===== config.mk =====
export PLATFORM = sky130hd
export DESIGN_NAME = gray_mem_arb_flat
export DESIGN_NICKNAME = d
export VERILOG_FILES = /design/src/rtl/gray_mem_arb_if.sv /design/src/rtl/gray_mem_arb.sv /design/src/flat_wrapper.sv
export SDC_FILE = /design/constraint.sdc
export NUM_CORES = 1
export LEC_CHECK = 0
export CAP_MARGIN = 20
export CELL_PAD_IN_SITES_DETAIL_PLACEMENT = 0
export CELL_PAD_IN_SITES_GLOBAL_PLACEMENT = 2
export CORE_ASPECT_RATIO = 2
export CORE_MARGIN = 5
export CORE_UTILIZATION = 18
export DETAILED_ROUTE_END_ITERATION = 8
export PLACE_DENSITY_LB_ADDON = 0.1
export SYNTH_ARGS = -nofsm -noshare
export SYNTH_HDL_FRONTEND = slang
export SYNTH_SLANG_ARGS = --single-unit

===== constraint.sdc =====
create_clock -name clk -period 3 [get_ports clk]
set_clock_uncertainty 0.1 [all_clocks]
set_input_delay 0.9 -clock clk [delete_from_list [all_inputs] [get_ports clk]]
set_output_delay 0.9 -clock clk [all_outputs]
set_load 0.05 [all_outputs]

===== src/rtl/gray_mem_arb_if.sv =====
// Bundle between the two burst requesters, the arbiter and the gray memory read port.
// slave: arbiter side; master: requesters and memory side.
interface gray_mem_arb_if #(
    parameter int AW = 6,
    parameter int DW = 8
);
    logic          req0;
    logic          req1;
    logic [AW-1:0] addr0;
    logic [AW-1:0] addr1;
    logic          gnt0;
    logic          gnt1;
    logic          vld0;
    logic          vld1;
    logic [DW-1:0] data0;
    logic [DW-1:0] data1;
    logic          preempt;
    logic          mem_rd;
    logic [AW-1:0] mem_addr;
    logic [DW-1:0] mem_data;
    logic          busy;

    modport slave (
        input  req0, req1, addr0, addr1, mem_data,
        output gnt0, gnt1, vld0, vld1, data0, data1, preempt, mem_rd, mem_addr, busy
    );

    modport master (
        output req0, req1, addr0, addr1, mem_data,
        input  gnt0, gnt1, vld0, vld1, data0, data1, preempt, mem_rd, mem_addr, busy
    );
endinterface


===== src/rtl/gray_mem_arb.sv =====
// Round-robin burst arbiter for the gray memory read port (LBP engine = port 0).
// Latency: grant 1 cycle after request, read data 1 cycle after issue, one dead cycle per handover.
// Backpressure: owner issues only while granted; MAX_HOLD revokes a grant when the other port waits.
module gray_mem_arb #(
    parameter int AW       = 6,
    parameter int DW       = 8,
    parameter int MAX_HOLD = 16
) (
    input  logic            clk,
    input  logic            reset,
    gray_mem_arb_if.slave   bus
);
    localparam int HW = (MAX_HOLD == 0) ? 1 : $clog2(MAX_HOLD + 1);
    localparam logic [HW-1:0] HOLD_LAST = (MAX_HOLD == 0) ? '0 : HW'(MAX_HOLD - 1);

    typedef enum logic [1:0] {IDLE, OWN0, OWN1, GAP} state_t;

    state_t        state_q, state_d;
    logic          last_q, last_d;
    logic [HW-1:0] hcnt_q, hcnt_d;
    logic          preempt_q, preempt_d;
    logic          vld0_q, vld0_d;
    logic          vld1_q, vld1_d;

    logic          own0, own1, rd0, rd1, hold_hit;
    logic [AW-1:0] addr_mux;
    logic [DW-1:0] rd_dat;

    assign own0     = (state_q == OWN0);
    assign own1     = (state_q == OWN1);
    assign rd0      = own0 & bus.req0;
    assign rd1      = own1 & bus.req1;
    assign hold_hit = (MAX_HOLD != 0) && (hcnt_q == HOLD_LAST);
    assign addr_mux = own0 ? bus.addr0 : (own1 ? bus.addr1 : '0);
    assign rd_dat   = bus.mem_data;

    always_comb begin
        state_d   = state_q;
        last_d    = last_q;
        hcnt_d    = hcnt_q;
        preempt_d = 1'b0;
        case (state_q)
            IDLE, GAP: begin
                // On a tie the port that did not own last wins.
                hcnt_d = '0;
                if (bus.req0 && (!bus.req1 || last_q)) state_d = OWN0;
                else if (bus.req1)                     state_d = OWN1;
                else                                   state_d = IDLE;
            end
            OWN0: begin
                if (!bus.req0 || (hold_hit && bus.req1)) begin
                    state_d   = GAP;
                    last_d    = 1'b0;
                    preempt_d = bus.req0;
                end else if (hcnt_q != HOLD_LAST) begin
                    hcnt_d = hcnt_q + HW'(1);
                end
            end
            OWN1: begin
                if (!bus.req1 || (hold_hit && bus.req0)) begin
                    state_d   = GAP;
                    last_d    = 1'b1;
                    preempt_d = bus.req1;
                end else if (hcnt_q != HOLD_LAST) begin
                    hcnt_d = hcnt_q + HW'(1);
                end
            end
            default: state_d = IDLE;
        endcase
        vld0_d = rd0;
        vld1_d = rd1;
    end

    always_ff @(posedge clk or negedge reset) begin
        if (!reset) begin
            state_q   <= IDLE;
            last_q    <= 1'b1;
            hcnt_q    <= '0;
            preempt_q <= 1'b0;
            vld0_q    <= 1'b0;
            vld1_q    <= 1'b0;
        end else begin
            state_q   <= state_d;
            last_q    <= last_d;
            hcnt_q    <= hcnt_d;
            preempt_q <= preempt_d;
            vld0_q    <= vld0_d;
            vld1_q    <= vld1_d;
        end
    end

    assign bus.gnt0     = own0;
    assign bus.gnt1     = own1;
    assign bus.vld0     = vld0_q;
    assign bus.vld1     = vld1_q;
    assign bus.data0    = rd_dat;
    assign bus.data1    = rd_dat;
    assign bus.preempt  = preempt_q;
    assign bus.mem_rd   = rd0 | rd1;
    assign bus.mem_addr = addr_mux;
    assign bus.busy     = (state_q != IDLE);
endmodule

===== src/flat_wrapper.sv =====
// flat-port wrapper written by rule: the top's interface ports become plain ports
module gray_mem_arb_flat 
#(
    parameter int AW       = 6,
    parameter int DW       = 8,
    parameter int MAX_HOLD = 16
)
  (clk, reset, bus_req0, bus_req1, bus_addr0, bus_addr1, bus_mem_data, bus_gnt0, bus_gnt1, bus_vld0, bus_vld1, bus_data0, bus_data1, bus_preempt, bus_mem_rd, bus_mem_addr, bus_busy);
  gray_mem_arb_if #(.AW(AW), .DW(DW)) bus_i ();
  input  logic clk;
  input  logic reset;
  input wire logic [$bits(bus_i.req0)-1:0] bus_req0;
  input wire logic [$bits(bus_i.req1)-1:0] bus_req1;
  input wire logic [$bits(bus_i.addr0)-1:0] bus_addr0;
  input wire logic [$bits(bus_i.addr1)-1:0] bus_addr1;
  input wire logic [$bits(bus_i.mem_data)-1:0] bus_mem_data;
  output wire logic [$bits(bus_i.gnt0)-1:0] bus_gnt0;
  output wire logic [$bits(bus_i.gnt1)-1:0] bus_gnt1;
  output wire logic [$bits(bus_i.vld0)-1:0] bus_vld0;
  output wire logic [$bits(bus_i.vld1)-1:0] bus_vld1;
  output wire logic [$bits(bus_i.data0)-1:0] bus_data0;
  output wire logic [$bits(bus_i.data1)-1:0] bus_data1;
  output wire logic [$bits(bus_i.preempt)-1:0] bus_preempt;
  output wire logic [$bits(bus_i.mem_rd)-1:0] bus_mem_rd;
  output wire logic [$bits(bus_i.mem_addr)-1:0] bus_mem_addr;
  output wire logic [$bits(bus_i.busy)-1:0] bus_busy;
  assign bus_i.req0 = bus_req0;
  assign bus_i.req1 = bus_req1;
  assign bus_i.addr0 = bus_addr0;
  assign bus_i.addr1 = bus_addr1;
  assign bus_i.mem_data = bus_mem_data;
  assign bus_gnt0 = bus_i.gnt0;
  assign bus_gnt1 = bus_i.gnt1;
  assign bus_vld0 = bus_i.vld0;
  assign bus_vld1 = bus_i.vld1;
  assign bus_data0 = bus_i.data0;
  assign bus_data1 = bus_i.data1;
  assign bus_preempt = bus_i.preempt;
  assign bus_mem_rd = bus_i.mem_rd;
  assign bus_mem_addr = bus_i.mem_addr;
  assign bus_busy = bus_i.busy;
  gray_mem_arb #(.AW(AW), .DW(DW), .MAX_HOLD(MAX_HOLD)) u_core (.clk(clk), .reset(reset), .bus(bus_i));
endmodule

==> reports/results.tsv <==
metric	value	unit
Clock Path Buffers	2	
detailed-route wire length per cell	14.8	um
Worst VDD drop	368	uV
io pins	53	
Setup Fix Bufs, Post-CTS	0	
Setup crit start kind	input pin	
critical path peak fanout	3	
row count	35	
reg2reg setup slack	0.59	ns
sw power	597	uW
first-pass GRT wire length	4.16	mm
vias	753	
GRT Overall Usage	8.94	%
Initial DRC Count	20	
Int Pwr	634	uW
Netlist cell types	26	
clock slew at reported path FFs	0.05	ns
Synth-to-Final Area Change	47.3	%
layout cells sized above 1	22.3	%
Clk Latency, worst-skew pair	0.23	ns
Root Driver	clkbuf_8	
Die Span X	58.3	um
Worst EP required	2.00	ns
Crit-path slowest cell	clkdlybuf4s50_1	
min Tclk post-route	2.82	ns
vias in the first global route	859	
largest net degree at the start of global routing	18	
# diodes	0	
synth warn	0	
Power Density	997	nW/um^2
Sink Count	11	
critical path, cell by cell	clkdlybuf4s50_1 -> nand2_1 -> nand2_1 -> buf_12	
final setup fails	0	
Seq/Total Area, Yosys	33.0	%
post-route cell area	1230	sq um
DP Cell Count	172	
Tot Pwr	1.23	mW
RSZ-0062 raised after global routing	no	
Core Area	4550	sq um
f_max	354	MHz
Logic pwr share	70.1	%
First-pass DRT Iterations	4	
CP most frequent cell	nand2_1	
max_cap viols	0	
CTS tree	yes	
Fin. Hold Viols	0	
status	completed	
kind of critical path	input pin to primary output	
H-tree Lvls	1	
CTS Buf Count	3	
slowest stage delay, CP	0.47	ns
DRC viols	0	
Post-Route Setup TNS	0	ns
post-route insts no fill	176	
initial antenna violation count	0	
Worst Tran Pin Value	0.533	ns
switch share	48.5	%
Lkg Pwr	0.542	nW
clock share of power	11.9	%
drt via density	4.28	
Synth Area per Inst	8.14	sq um
Synth Instances	103	
post-synthesis register bit count	11	
final worst path period share	94.1	%
Mapped Nets	132	
sequential share of power	18.0	%
final net count	151	
IO Port Bufs	28	
Initial Util	18.4	%
crit end category	primary output	
max-slew violations	0	
setup ws final	0.178	ns
Mapped Area	838	sq um
hold_buf cts	0	
Slew HR	64.4	%
grt ovf	0	
worst hold path type	register to register	
Placer Congestion	0.773	
final WL	2.60	mm
critical path arrival	1.82	ns
Die H	107	um
HPWL Detailed	2.10	mm
pre-CTS WS	0.156	ns
Post-CTS Resized	0	
placed inst area	1190	sq um
Die ar.	6200	sq um
Final ANT Viol Nets	0	
power groups by stage:
stage / sequential [mW] / clock, mW / combinational [mW]
after detailed placement: 0.224 / 0 / 0.875
final: 0.222 / 0.146 / 0.863
after CTS: 0.221 / 0.155 / 0.880
after global routing: 0.229 / 0.166 / 0.923
after floorplan: 0.238 / 0 / 0.545
after global placement: 0.224 / 0 / 0.880
area by class of cell:
| class | count | area, sq um |
|---|---|---|
| clock buffers | 4 | 45.0 |
| fillers | 499 | 3320 |
| inverters | 6 | 22.5 |
| multi-input cells | 67 | 427 |
| flip-flops and latches | 11 | 277 |
| well taps | 55 | 68.8 |
| repair buffers | 33 | 395 |
state kept, by name, indices dropped and copies added, names as in the netlist:
signal / count
u_core.bus.vld1: 1
u_core.bus.vld0: 1
u_core.last_q: 1
u_core.state_q: 2
u_core.hcnt_q: 5
u_core.bus.preempt: 1
cells in the mapped netlist (all sizes together):
cell / number / area (sq um)
or2: 1 / 8.76
and2: 2 / 15.0
and3: 1 / 6.26
o21ai: 13 / 65.1
a221o: 1 / 10.0
inv: 6 / 22.5
dfrtp: 10 / 250
nor2: 1 / 3.75
buf: 17 / 128
ha: 5 / 62.6
dfstp: 1 / 26.3
nand3: 1 / 5.00
o41ai: 1 / 8.76
a21boi: 1 / 7.51
a22o: 1 / 8.76
a21oi: 4 / 20.0
nand2b: 5 / 31.3
nand2: 21 / 78.8
o2111a: 1 / 11.3
o31ai: 2 / 20.0
nor2b: 2 / 12.5
a211oi: 3 / 22.5
clkbuf: 2 / 7.51
o22ai: 1 / 6.26
final timing paths:
| path | startpoint | to | cells past startpoint |
|---|---|---|---|
| max | bus_req1 | bus_mem_rd | 4 |
| min | u_core.hcnt_q[4] | u_core.hcnt_q[4] | 2 |
| max reg2reg | u_core.hcnt_q[0] | u_core.hcnt_q[3] | 7 |
| min reg2reg | u_core.hcnt_q[4] | u_core.hcnt_q[4] | 2 |
| max in group asynchronous | reset | u_core.last_q | 1 |
| min in group asynchronous | reset | u_core.hcnt_q[2] | 1 |
cell usage in the layout, fill, tap and decap left out, drive strengths merged:
master / synthesis / final
nand2: 21 / 21
clkdlybuf4s50: 0 / 19
buf: 17 / 14
o21ai: 13 / 13
dfrtp: 10 / 10
inv: 6 / 6
nand2b: 5 / 5
ha: 5 / 5
a21oi: 4 / 4
clkbuf: 2 / 4
a211oi: 3 / 3
nor2b: 2 / 2
and2: 2 / 2
o31ai: 2 / 2
and3: 1 / 1
o2111a: 1 / 1
a221o: 1 / 1
a21boi: 1 / 1
or2: 1 / 1
o22ai: 1 / 1
nor2: 1 / 1
nand3: 1 / 1
o41ai: 1 / 1
a22o: 1 / 1
dfstp: 1 / 1
cell families after synthesis:
logic type               count (synthesis)  share of synthesized area (%)
AND/OR/NAND/NOR                         34                           19.3
AO/OA/AOI/OAI                           28                           21.5
buffers and inverters                   25                           18.8
flip-flops                              11                           33.0
adder cells (fa/ha/maj)                  5                           7.46
metrics by stage:
| step | utilization [%] | hold WS, ns |
|---|---|---|
| floorplan | - | 0.374 |
| global placement | 26.1 | 0.394 |
| detailed placement | 26.1 | 0.402 |
| CTS | 27.1 | 0.414 |
| global route | 27.1 | 0.447 |
| finish | 27.1 | 0.404 |
critical path: cells and delay by family:
family        cells  cell delay [ns]
buf+inv           2             0.63
simple gates      2             0.29
routing by layer:
layer	vias up	part of all wire, %	track usage (%)
li1	369	-	-
met1	349	32	7.62
met2	29	55	16.4
met3	6	7.7	2.55
met4	0	5.4	6.80
met5	-	0	0
No activity file was read; power rests on OpenSTA's default activity.
